**src/rtl/bist_engine.sv**
```systemverilog
// bist_engine: logic BIST (LFSR stimulus, scan sequencing, MISR compaction, golden compare); define BIST_SIG_DUMP_EN to expose the live MISR on signature
module bist_engine #(
  parameter int N_IN = 3,
  parameter int N_OUT = 2,
  parameter int LFSR_W = 8,
  parameter logic [LFSR_W-1:0] LFSR_TAPS = 8'hB8,
  parameter logic [LFSR_W-1:0] LFSR_SEED = 8'h01,
  parameter int MISR_W = 21,
  parameter logic [MISR_W-1:0] MISR_TAPS = 21'h140000,
  parameter logic [MISR_W-1:0] GOLDEN = '0,
  parameter int SCAN_LEN = 16,
  parameter int N_PATTERNS = 64
) (
  input  logic              CLK,
  input  logic              RST,
  input  logic              bist_start,
  input  logic [N_IN-1:0]   func_in,
  output logic [N_IN-1:0]   cut_in,
  output logic              scan_en,
  output logic              scan_in,
  input  logic              scan_out,
  input  logic [N_OUT-1:0]  cut_resp,
  output logic              bist_running,
  output logic              bist_end,
  output logic              pass_fail,
  output logic [MISR_W-1:0] signature
);
  localparam int BW = $clog2(SCAN_LEN + 1);
  localparam int PW = $clog2(N_PATTERNS + 1);
  typedef enum logic [2:0] {IDLE, INIT, SHIFT, CAPTURE, FLUSH, COMPARE, DONE} state_t;
  state_t state, state_nxt;
  logic start_q, start, last_bit, last_pat;
  logic [BW-1:0] bit_cnt;
  logic [PW-1:0] pat_cnt;
  logic [LFSR_W-1:0] lfsr;
  logic [MISR_W-1:0] misr, misr_nxt;
  assign start = bist_start & ~start_q;
  assign last_bit = bit_cnt == BW'(SCAN_LEN - 1);
  assign last_pat = pat_cnt == PW'(N_PATTERNS - 1);
  assign misr_nxt = {misr[MISR_W-2:0], 1'b0} ^ (misr[MISR_W-1] ? MISR_TAPS : '0) ^ MISR_W'({cut_resp, scan_out});
  always_ff @(posedge CLK or negedge RST)
    if (!RST) state <= IDLE;
    else state <= state_nxt;
  always_comb begin
    state_nxt = state;
    case (state)
      IDLE, DONE: state_nxt = start ? INIT : state;
      INIT:       state_nxt = SHIFT;
      SHIFT:      state_nxt = last_bit ? CAPTURE : SHIFT;
      CAPTURE:    state_nxt = last_pat ? FLUSH : SHIFT;
      FLUSH:      state_nxt = last_bit ? COMPARE : FLUSH;
      COMPARE:    state_nxt = DONE;
      default:    state_nxt = IDLE;
    endcase
    scan_en = state == SHIFT || state == FLUSH;
    scan_in = state == SHIFT && lfsr[LFSR_W-1];
    bist_running = state != IDLE && state != DONE;
    bist_end = state == DONE;
    cut_in = bist_running ? lfsr[N_IN-1:0] : func_in;
  end
  always_ff @(posedge CLK or negedge RST)
    if (!RST) begin
      start_q <= 1'b0;
      lfsr <= LFSR_SEED;
      misr <= '0;
      bit_cnt <= '0;
      pat_cnt <= '0;
      pass_fail <= 1'b0;
    end else begin
      start_q <= bist_start;
      if (state == INIT) begin
        lfsr <= LFSR_SEED;
        misr <= '0;
        bit_cnt <= '0;
        pat_cnt <= '0;
        pass_fail <= 1'b0;
      end else begin
        if (state == SHIFT || state == CAPTURE) lfsr <= {lfsr[LFSR_W-2:0], ^(lfsr & LFSR_TAPS)};
        if (state inside {SHIFT, CAPTURE, FLUSH, COMPARE}) misr <= misr_nxt;
        if (scan_en) bit_cnt <= last_bit ? '0 : bit_cnt + 1'b1;
        if (state == CAPTURE) pat_cnt <= pat_cnt + 1'b1;
        if (state == COMPARE) pass_fail <= misr_nxt == GOLDEN;
      end
    end
`ifdef BIST_SIG_DUMP_EN
  assign signature = misr;
`else
  assign signature = '0;
`endif
endmodule

```
**config.mk**
```make
export PLATFORM = sky130hd
export DESIGN_NAME = bist_engine
export DESIGN_NICKNAME = d
export VERILOG_FILES = /design/src/rtl/bist_engine.sv
export SDC_FILE = /design/constraint.sdc
export NUM_CORES = 1
export LEC_CHECK = 0
export ABC_AREA = 1
export BUFFER_PORTS_ARGS = -buffer_cell sky130_fd_sc_hd__buf_2
export CORE_ASPECT_RATIO = 1.1
export CORE_MARGIN = 2
export CORE_UTILIZATION = 45
export CTS_BUF_LIST = sky130_fd_sc_hd__clkbuf_8
export DETAILED_ROUTE_END_ITERATION = 6
export PLACE_DENSITY = 0.66
export SYNTH_ARGS = -nofsm -noshare
export SYNTH_HDL_FRONTEND = slang
export SYNTH_SLANG_ARGS = --single-unit
export TNS_END_PERCENT = 30
```
**constraint.sdc**
```tcl
create_clock -name CLK -period 1.68 [get_ports CLK]
set_clock_uncertainty 0.2 [all_clocks]
set_input_delay 0.168 -clock CLK [delete_from_list [all_inputs] [get_ports CLK]]
set_output_delay 0.168 -clock CLK [all_outputs]
set_load 0.02 [all_outputs]
```
# Yosys cells after proc, flatten, opt, wreduce, memory -nomap -nowiden
# Cells that the tools add are included.
dict set report totals {
  reg_bits 46
  inputBits 9
  output_inout_bits 29
  wordCells 56
}
dict set report classes {
  add_sub_neg 2
  n_eq_ne 10
  n_mux 18
  bitwise_logic 4
  n_reduce_logical 15
}
# operator count
set op_table {}
lappend op_table {{21-bit 2-to-1 mux} 3}
lappend op_table {{21-bit logical NOT} 1}
lappend op_table {{21-bit bitwise XOR} 1}
lappend op_table {{21-bit by 3-bit bitwise XOR with 21-bit output} 1}
lappend op_table {{3-bit one-hot mux with 6 select lines} 1}
lappend op_table {{8-bit 2-to-1 mux} 2}
lappend op_table {{5-bit 2-to-1 mux} 3}
lappend op_table {{7-bit 2-to-1 mux} 2}
lappend op_table {{2-bit nonzero test} 5}
lappend op_table {{3-bit equality test (second input constant)} 3}
lappend op_table {{3-bit 2-to-1 mux} 3}
lappend op_table {{8-bit parity} 1}
lappend op_table {{7-bit by 1-bit adder with 7-bit output (second input constant)} 1}
lappend op_table {{7-bit by 6-bit equality test with 1-bit output (second input constant)} 1}
lappend op_table {{3-bit by 2-bit equality test with 1-bit output (second input constant)} 2}
lappend op_table {{5-bit by 1-bit adder with 5-bit output (second input constant)} 1}
lappend op_table {{5-bit by 4-bit equality test with 1-bit output (second input constant)} 1}
lappend op_table {{1-bit 2-to-1 mux} 4}
lappend op_table {{4-bit nonzero test} 1}
lappend op_table {{3-bit by 1-bit equality test with 1-bit output (second input constant)} 1}
lappend op_table {{3-bit logical NOT} 1}
lappend op_table {{3-bit inequality test (second input constant)} 1}
lappend op_table {{3-bit nonzero test} 1}
lappend op_table {{1-bit logical AND} 2}
lappend op_table {{5 further kinds} 6}

# Longest topological paths before layout
# Gate-level depths: netlist of the first run.
dict set report depth {
  ltp_word 6
  depth_mapped 8
  ltp_nobuf 8
}

# Worst setup path after synthesis of the first run
# Ideal clock, no wire load.
dict set report synth_timing {
  path_kind {register -> output}
  start {reg state[2]}
  end {out cut_in[0]}
  arrival_ns 1.156
  required_time_ns 1.312
  slack_ns 0.156
  path_stages_with_launch 4
  n_path_buf 0
  path_cell_list {dfrtp_1 nand3_1 nand2_1 o21ai_0}
}
dict set report synth_via {
  elab_chain_len 3
  elab_cells_between_ends 4
  cone_classes {eq/ne (1); mux (1); reduce/logical (2)}
}
# element line
set synth_rtl {}
lappend synth_rtl {{start: declaration} 31} ;# state_t state, state_nxt;
lappend synth_rtl {{start signal: assignment} 43} ;# else state <= state_nxt;
lappend synth_rtl {{3-bit inequality test or 3-bit nonzero test (tied branches)} 57} ;# bist_running = state != IDLE && state != DONE;
lappend synth_rtl {{1-bit logical AND *} 57}
lappend synth_rtl {{3-bit 2-to-1 mux *} 59} ;# cut_in = bist_running ? lfsr[N_IN-1:0] : func_in;
lappend synth_rtl {{end: declaration} 18} ;# output logic [N_IN-1:0] cut_in,
# Every way passes the cells marked *; elsewhere a longest branch is shown, timed or not.

# Worst setup path in the final report of the first run
dict set report layout_timing {
  start {reg state[1]}
  end {out cut_in[1]}
}
# The elaborated chain is that of the path after synthesis.

==> results.ini, run 1 <==
[status]
outcome = complete, but fails checks
violations = negative setup slack

[synthesis]
yosys-top-cells-area = dfrtp_1 (48%), nand2_1 (13%), buf_4 (6.7%), nand3_1 (6.6%), inv_1 (5.3%)
synth_area_leader_cell = dfrtp_1
synth_warnings = 0
syn_area_sq_um = 2360
avgSynthCellArea_sq_um = 7.96
syn_inst = 296
yosysUniqueCellTypes = 28
ys_seq_area_frac = 0.489
ys_seq_elements = 46
synth_top_area_frac = 0.478

[floorplanning]
std_cell_rows = 27
core_area_sq_um = 5030
initial_core_util = 0.468
die_y_um = 79.9
die_area_sq_um = 5830
die_w_um = 73.0
boundaryPins = 38

[critical_path]
cp_max_fo = 7
critical_path_required_ns = 1.31
startpoint = state[1]$_DFFE_PN0P_
ff2ff_setup_slack_ns = 0.10
reg2regPathDepth = 8
end_kind = output pin
critical_path_class = reg -> out
crit_buf_inv = 1
crit_path_end = cut_in[1]
critPathMostFrequentCell = nand2_1
path_cells = nor2_2 -> nand2_1 -> nand2_2 -> nand2_1 -> o21ai_1 -> buf_4
path_delay_family = flip-flops
cp.arrival_ns = 1.35
r2r_start = state[1]$_DFFE_PN0P_
worst-path-stages = 6
slowest_delay_ns = 0.45
timing.rr.end = misr[17]$_DFFE_PN0P_
crit_path_top_delay_cell = dfrtp_2
start_kind = flip-flop

[timing]
setup_violations = 4
setup_tns_ns = -0.120
finalWorstPathRequiredPeriod_ns = 1.72
drv_slew = 0
fin_ws_ns = -0.0360
fmax_mhz = 583
finalCritPeriodShare = 1.02
hold_viol_final = 0
rsz0062_at_grt = yes

[finish]
n_fill_cell = 484
antennaDiodeCount = 0
fin_cells = 385
nNetsFinal = 337
drive_above_1_share = 0.147
area_growth_pct = 12.8
final_util = 0.528

[global_route]
grt.total_usage = 0.167
antenna_found_initial = 0
grt-ovfl-total = 0
grt_max_degree = 47
grt_pass1_wl_um = 7730
grt_pass1_vias = 1757

[detailed_routing]
ant_nets = 0
wl_per_cell_um = 11.3
drt_wl_total_um = 4330
dr.pass1.iters = 4
viasPerCell = 4.86
drcViolationCount = 0
via_count = 1873
drtIter0Drc = 133

[cts]
cts_tree = yes
root_buffer = clkbuf_8
cts_buffer_depth = 2
path_clk_slew_ns = 0.09
cts_made_buffers = 5
clk_latency_ns = 0.30
cts.sinks = 46
ctsHtreeMaxLevel = 2

[placement]
dp_slack_ns = 0.131
port_buffers = 16
routabilityCongestion = 0.811
dpl.cell_count = 368
hpwl_um = 2970

[flow_run]
cap_violations = 0

[power]
p_per_area_nw_per_um2 = 1680
vdd_drop_max_mv = 0.678
p_leak_uw = 0.00145

[min_path]
hold_class = in -> async

[state kept, by name (all words and copies together), names as in the netlist]
register / flops
lfsr: 8
start_q: 1
misr: 21
state: 3
bit_cnt: 5
pass_fail: 1
pat_cnt: 7
[metal layers]
| metal | global-route usage | vias up | routed length [um] |
|---|---|---|---|
| met5 | 0 | - | 0 |
| met4 | 0.0611 | 0 | 63 |
| met3 | 0.0417 | 6 | 134 |
| met2 | 0.266 | 26 | 2120 |
| met1 | 0.220 | 885 | 2010 |
| li1 | - | 956 | - |
[worst min path at each step]
stage	to	slack [ns]	depth (start not counted)
2_1_floorplan	bit_cnt[0]$_DFFE_PN0P_	-0.33	0
3_3_place_gp	lfsr[4]$_DFFE_PN0P_	-0.03	2
3_5_place_dp	lfsr[4]$_DFFE_PN0P_	-0.03	2
4_1_cts	lfsr[4]$_DFFE_PN0P_	0.18	3
5_1_grt	lfsr[4]$_DFFE_PN0P_	0.20	3
6_report	lfsr[4]$_DFFE_PN0P_	0.16	3
[repair_timing]
action,4_1_cts,5_1_grt
setup buffers,3,1
hold endpoints to repair,51,0
pin swaps,6,1
resized for setup,12,4
hold buffers,5,0
endpoints found under the setup margin,5,11
[cell type report]
| cell class | count | area, sq um | share of cell area |
|---|---|---|---|
| clock buffer | 5 | 68.8 | 0.0259 |
| clock inverter | 3 | 37.5 | 0.0141 |
| timing repair buffer | 30 | 236 | 0.0890 |
| sequential | 46 | 1150 | 0.435 |
| tap | 58 | 72.6 | 0.0273 |
| multi-input combinational | 208 | 951 | 0.358 |
| inverter | 35 | 136 | 0.0513 |
[placed cells by master (no fill, tap or decap), drive strengths merged, types with 2 or more instances in the layout]
| cell | count |
|---|---|
| nand4 | 3 |
| o21ai | 19 |
| ha | 2 |
| nor2 | 30 |
| clkbuf | 5 |
| nand2 | 84 |
| nand3 | 31 |
| conb | 21 |
| a21oi | 4 |
| dfrtp | 45 |
| buf | 25 |
| o22ai | 7 |
| inv | 37 |
| dlygate4sd3 | 5 |
[per-stage QoR]
step | hold slack (ns) | area [sq um] | total power (uW)
final | 0.160 | 2660 | 4470
after global routing | 0.197 | 2660 | 4890
after CTS | 0.180 | 2640 | 4490
after detailed placement | -0.0278 | 2440 | 3570
after global placement | -0.0287 | 2440 | 3540
after floorplan | -0.328 | 2430 | 3220
[cell usage after synthesis]
cell,n
nand2_1,83
dfrtp_1,45
inv_1,33
nand3_1,31
nor2_1,28
buf_4,21
o21ai_0,11
o22ai_1,7
o21ai_1,5
a21oi_1,4
buf_2,3
buf_6,3
nand4_1,3
o21ai_2,3
ha_1,2
nor2_2,2
a22o_1,1
a22oi_1,1
and3_1,1
conb_1,1
dfstp_2,1
inv_2,1
inv_4,1
nand2_4,1
nor3_1,1
o21a_1,1
or2_2,1
xor2_1,1
[cells by family after synthesis]
family / Yosys count / share of synthesized area
AND/OR/NAND/NOR: 151 / 0.268
buffers and inverters: 62 / 0.144
flip-flops: 46 / 0.489
AO/OA/AOI/OAI: 33 / 0.0823
adder cells (fa/ha/maj): 2 / 0.0106
XOR/XNOR: 1 / 0.00372
other: 1 / 0.00159
[power by group]
group	leakage [uW]	switching, uW	internal, uW	total, uW
registers	0.000598	277	1520	1790
logic	0.000792	1180	706	1880
clock network	0.0000607	360	433	794
[tightest hold or removal path: stages]
cell           delay [ns]
dlygate4sd3_1        0.52
buf_2                0.12
buf_12               0.23
(Power assumes the default switching activity.)
==> run 2: changes to the inputs <==
--- a/config.mk
+++ b/config.mk
@@ -13,6 +13,7 @@
 export CTS_BUF_LIST = sky130_fd_sc_hd__clkbuf_8
 export DETAILED_ROUTE_END_ITERATION = 6
 export PLACE_DENSITY = 0.66
+export SETUP_SLACK_MARGIN = 0.05
 export SYNTH_ARGS = -nofsm -noshare
 export SYNTH_HDL_FRONTEND = slang
 export SYNTH_SLANG_ARGS = --single-unit
==> run 2 against run 1 <==
The flow still finishes with violations (negative setup slack). Register-to-register slack worse by 0.03 ns. Fmax decreased by 0.75%. Via count grew 1.8%. Largest cell class unchanged.
==> results.ini, run 2 (synthesized netlist as in run 1, its figures left out) <==
[critical_path]
cp_max_fo = 5  ; -2
slowest_delay_ns = 0.47  ; +0.02 ns
end_kind = output pin
critPathMostFrequentCell = buf_4
path_delay_family = flip-flops
r2r_start = state[1]$_DFFE_PN0P_
crit_buf_inv = 2  ; +1
start_kind = flip-flop
cp.arrival_ns = 1.36  ; about the same
critical_path_class = reg -> out
path_cells = buf_4 -> nand3_1 -> nand2_2 -> buf_4
crit_path_top_delay_cell = dfrtp_2
startpoint = state[1]$_DFFE_PN0P_
critical_path_required_ns = 1.31  ; about the same

[finish]
layout_commonest_cell = nand2_1
largest_register_ffs = 21  ; unchanged
nNetsFinal = 342  ; +1.5%
antennaDiodeCount = 0  ; unchanged
largestRegisters = misr: 21 flops, lfsr: 8 flops, pat_cnt: 7 flops
drive_above_1_share = 0.166  ; +0.0189
final_util = 0.543  ; +0.0154
area_growth_pct = 16.1
largest_register = misr
fin_area_sq_um = 2740  ; +2.9%
layout_common_cells = nand2_1 (80), dfrtp_1 (43), inv_1 (33), nand3_1 (30), nor2_1 (27)

[power]
p_leak_uw = 0.00148  ; +2.2%
power_uw = 4670  ; +4.4%
vdd_drop_max_mv = 0.679  ; about the same
p_per_area_nw_per_um2 = 1710  ; +1.5%

[timing]
finalCritPeriodShare = 1.03  ; +0.00769
fmax_mhz = 578  ; -0.75%
finalWorstPathRequiredPeriod_ns = 1.73  ; +0.0129 ns
hold_slack_ns = 0.158  ; -0.00164 ns
hold_viol_final = 0  ; unchanged
fin_ws_ns = -0.0490  ; -0.0129 ns
setup_violations = 6  ; +2
rsz0062_at_grt = yes
drv_slew = 0  ; unchanged

[cts]
cts_tree = yes
cts_buffer_depth = 2  ; unchanged
ctsHtreeMaxLevel = 2  ; unchanged
cts_made_buffers = 5  ; unchanged
cts.sinks = 46  ; unchanged
root_buffer = clkbuf_8
clk_latency_ns = 0.30  ; about the same
path_clk_slew_ns = 0.09  ; about the same

[floorplanning]
initial_core_util = 0.468  ; unchanged
core_area_sq_um = 5030  ; unchanged
std_cell_rows = 27  ; unchanged
die_w_um = 73.0  ; unchanged
die_area_sq_um = 5830  ; unchanged
die_y_um = 79.9  ; unchanged
boundaryPins = 38  ; unchanged

[placement]
dp_slack_ns = 0.131  ; unchanged
dpl_cell_area_sq_um = 2440  ; unchanged
routabilityCongestion = 0.811  ; unchanged
port_buffers = 16  ; unchanged
hpwl_um = 2970  ; unchanged

[status]
violations = negative setup slack
outcome = complete, but fails checks

[detailed_routing]
wl_per_cell_um = 11.5  ; +2.0%
drtIter0Drc = 152  ; +14%
viasPerCell = 4.89  ; +0.46%
via_count = 1906  ; +1.8%
drt_wl_total_um = 4480  ; +3.3%
drcViolationCount = 0  ; unchanged
dr.pass1.iters = 4  ; unchanged
ant_nets = 0  ; unchanged

[global_route]
grt_max_degree = 47  ; unchanged
grt.total_usage = 0.167  ; unchanged
grt_pass1_wl_um = 7730  ; unchanged
antenna_found_initial = 0  ; unchanged
grt-ovfl-total = 0  ; unchanged
grt_pass1_vias = 1757  ; unchanged

[min_path]
hold_class = in -> async

[flow_run]
cap_violations = 0  ; unchanged

==> run 2: changes by cell type in the layout (fill, tap and decap cells not counted), sizes merged <==
cell	change
buf	+5
==> run 2: layer usage <==
metal	track usage	routed length, um	vias up
met5	0	0	-
met4	0.0611	63	0
met3	0.0417	142	6
met2	0.266	2200	28
met1	0.220	2080	906
li1	-	-	966
==> run 2: metrics by stage <==
stage / setup TNS, ns / instances
2_1_floorplan: 0 / 316
3_3_place_gp: 0 / 368
3_5_place_dp: 0 / 368
4_1_cts: -0.101 / 384
5_1_grt: -0.623 / 390
6_report: -0.144 / 390
==> run 2: worst paths after layout <==
check / end / slack [ns] / cells past startpoint
max: scan_en / -0.05 / 4
min: lfsr[4]$_DFFE_PN0P_ / 0.16 / 3
max reg2reg: misr[17]$_DFFE_PN0P_ / 0.07 / 8
min reg2reg: pass_fail$_DFFE_PN0P_ / 0.31 / 2
max in group asynchronous: lfsr[0]$_DFFE_PN1P_ / 0.86 / 3
min in group CLK: pass_fail$_DFFE_PN0P_ / 0.31 / 2
==> run 2: final cells by class <==
| cell class | count | area [sq um] |
|---|---|---|
| flip-flops and latches | 46 | 1150 |
| fillers | 468 | 2300 |
| clock buffers | 5 | 68.8 |
| repair buffers | 35 | 292 |
| well taps | 58 | 72.6 |
| inverters | 35 | 139 |
| clock inverters | 3 | 37.5 |
| multi-input cells | 208 | 971 |
==> run 2: what timing repair did <==
action | 4_1_cts | 5_1_grt
pin swaps | 6 | 2
endpoints found under the hold margin | 51 | 0
cloned | 0 | 0
setup endpoints to repair | 6 | 31
setup buffers | 3 | 6
resized for setup | 13 | 15
hold buffers | 5 | 0
==> run 2: tightest hold or removal path, cell delays in order <==
cell           delay (ns)
dlygate4sd3_1        0.52
buf_2                0.12
buf_12               0.23
==> run 2: power breakdown <==
part           leakage, uW  internal [uW]  switching [uW]  total [uW]
Clock            0.0000607            433             369         802
Sequential        0.000598           1520             292        1810
Combinational     0.000824            834            1230        2060
Total              0.00148           2780            1890        4670
==> run 3: changes to the inputs <==
--- a/config.mk
+++ b/config.mk
@@ -12,7 +12,7 @@
 export CORE_UTILIZATION = 45
 export CTS_BUF_LIST = sky130_fd_sc_hd__clkbuf_8
 export DETAILED_ROUTE_END_ITERATION = 6
-export PLACE_DENSITY = 0.66
+export PLACE_DENSITY = 0.75
 export SETUP_SLACK_MARGIN = 0.05
 export SYNTH_ARGS = -nofsm -noshare
 export SYNTH_HDL_FRONTEND = slang
==> run 3 against run 2 <==
The flow still finishes with violations (negative setup slack). Clock power decreased by 13%. Combinational power about the same. Non-clock buffer count decreased by 1. Wire length increased by 4.6%. Fmax decreased by 0.46%. Sequential share of layout area increased by 0.35 points. Die area unchanged. Largest cell class unchanged. Highest routed layer unchanged.
==> results.ini, run 3 (synthesized netlist as in run 1, its figures left out) <==
[detailed_routing]
ant_nets = 0  ; unchanged
wl_met3_um = 193  ; +36%
via_count = 1903  ; -0.16%
drt_wl_total_um = 4680  ; +4.6%
m1WireLength_um = 2020  ; -2.8%
viasPerCell = 4.88  ; -0.16%
wl_met2_um = 2380  ; +8.6%
dr.pass1.iters = 4  ; unchanged
drcViolationCount = 0  ; unchanged
wl_per_cell_um = 12.0  ; +4.6%
drtIter0Drc = 98  ; -36%
top_layer = met4

[timing]
setup_violations = 5  ; -1
finalWorstPathRequiredPeriod_ns = 1.74  ; +0.00803 ns
setup_tns_ns = -0.189  ; -0.0456 ns
fmax_mhz = 576  ; -0.46%
fin_ws_ns = -0.0570  ; -0.00803 ns
finalCritPeriodShare = 1.03  ; +0.00478
hold_viol_final = 0  ; unchanged
drv_slew = 0  ; unchanged
rsz0062_at_grt = yes

[finish]
drive_above_1_share = 0.184  ; +0.0181
area_growth_pct = 15.1
nNetsFinal = 342  ; unchanged
largest_register_ffs = 21  ; unchanged
largest_register = misr
n_fill_cell = 456  ; -2.6%
layout_common_cells = nand2_1 (79), dfrtp_1 (43), inv_1 (32), nand3_1 (29), nor2_1 (26)
seqCellArea_sq_um = 1150  ; unchanged
final_util = 0.539  ; -0.00448
multi_input_area_sq_um = 988  ; +1.8%
largestRegisters = misr: 21 flops, lfsr: 8 flops, pat_cnt: 7 flops
layout_commonest_cell = nand2_1
antennaDiodeCount = 0  ; unchanged

[cts]
root_buffer = clkbuf_8
path_clk_slew_ns = 0.09  ; about the same
cts_made_buffers = 5  ; unchanged
clk_latency_ns = 0.30  ; about the same
cts_buffer_depth = 2  ; unchanged
cts.sinks = 46  ; unchanged
cts_tree = yes
ctsHtreeMaxLevel = 2  ; unchanged

[floorplanning]
die_w_um = 73.0  ; unchanged
die_y_um = 79.9  ; unchanged
std_cell_rows = 27  ; unchanged
core_area_sq_um = 5030  ; unchanged
initial_core_util = 0.468  ; unchanged
die_area_sq_um = 5830  ; unchanged
boundaryPins = 38  ; unchanged

[critical_path]
critical_path_class = reg -> out
cp.arrival_ns = 1.37  ; about the same
reg2regPathDepth = 8  ; unchanged
start_kind = flip-flop
cp_max_fo = 7  ; +2
critical_path_required_ns = 1.31  ; about the same
end_kind = output pin

[power]
p_leak_uw = 0.00147  ; -0.91%
vdd_drop_max_mv = 0.601  ; -11%
p_per_area_nw_per_um2 = 1690  ; -1.2%
power_uw = 4570  ; -2.1%

[global_route]
grt_pass1_wl_um = 7870  ; +1.8%
antenna_found_initial = 0  ; unchanged
grt_pass1_vias = 1820  ; +3.6%
grt-ovfl-total = 0  ; unchanged
grt.total_usage = 0.172  ; +0.00476
grt_max_degree = 22  ; -53%

[status]
violations = negative setup slack
outcome = complete, but fails checks

[min_path]
hold_class = in -> reg
hold_path_depth = 4

[placement]
dp_slack_ns = 0.123  ; -0.00785 ns
port_buffers = 16  ; unchanged
hpwl_um = 3200  ; +7.7%
routabilityCongestion = 0.802  ; -1.0%

[flow_run]
cap_violations = 0  ; unchanged

run 3: cell types whose count changed in the layout (fill, tap and decap cells not counted), moves of 2 or more:
cell and change:
inv_2 +2, o21ai_1 -2, buf_4 -2, buf_2 +2, nand3_2 +2
run 3: report_power, final:
group | internal (uW) | total, uW | switching [uW]
combinational | 813 | 2070 | 1260
clock | 324 | 696 | 372
sequential | 1520 | 1810 | 292
run 3: final timing paths:
kind                       slack [ns]              endpoint                 start
max                             -0.06             cut_in[2]  state[1]$_DFFE_PN0P_
min                              0.03   misr[2]$_DFFE_PN0P_           cut_resp[1]
max reg2reg                      0.01  state[2]$_DFFE_PN0P_  state[0]$_DFFE_PN0P_
min reg2reg                      0.30  misr[10]$_DFFE_PN0P_   misr[9]$_DFFE_PN0P_
max in group asynchronous        0.59  misr[11]$_DFFE_PN0P_                   RST
min in group asynchronous        0.15  state[0]$_DFFE_PN0P_                   RST
run 3: area by class of cell:
cell class,instances,area share
Sequential cell,46,0.426
Multi-Input combinational cell,209,0.364
Timing Repair Buffer,34,0.0987
Inverter,35,0.0512
Clock buffer,6,0.0304
Tap cell,58,0.0268
Clock inverter,2,0.00277
run 3: per-stage QoR:
step | instances | instance area [sq um] | hold slack, ns
floorplan | 316 | 2430 | -0.328
global placement | 369 | 2450 | -0.0577
detailed placement | 369 | 2450 | -0.0413
CTS | 384 | 2640 | 0.0118
global route | 390 | 2710 | 0.0496
finish | 390 | 2710 | 0.0267
run 3: critical path: stages, from the launching register on:
cell	delay, ns
dfrtp_2	0.46
nor2_4	0.14
nand2_2	0.07
nand2_4	0.09
nand2_1	0.05
o21ai_1	0.08
buf_4	0.16
run 3: what timing repair did:
item	in CTS	in global routing
gates cloned	0	1
buffers inserted	3	5
resized for setup	17	11
pin swaps	6	7
endpoints found under the hold margin	40	0
setup endpoints to repair	6	36
hold buffers	4	0
run 3: routing by layer:
layer  up-vias  GRT usage
met5         -          0
met4         0     0.0648
met3         8     0.0417
met2        42      0.292
met1       880      0.209
li1        973          -
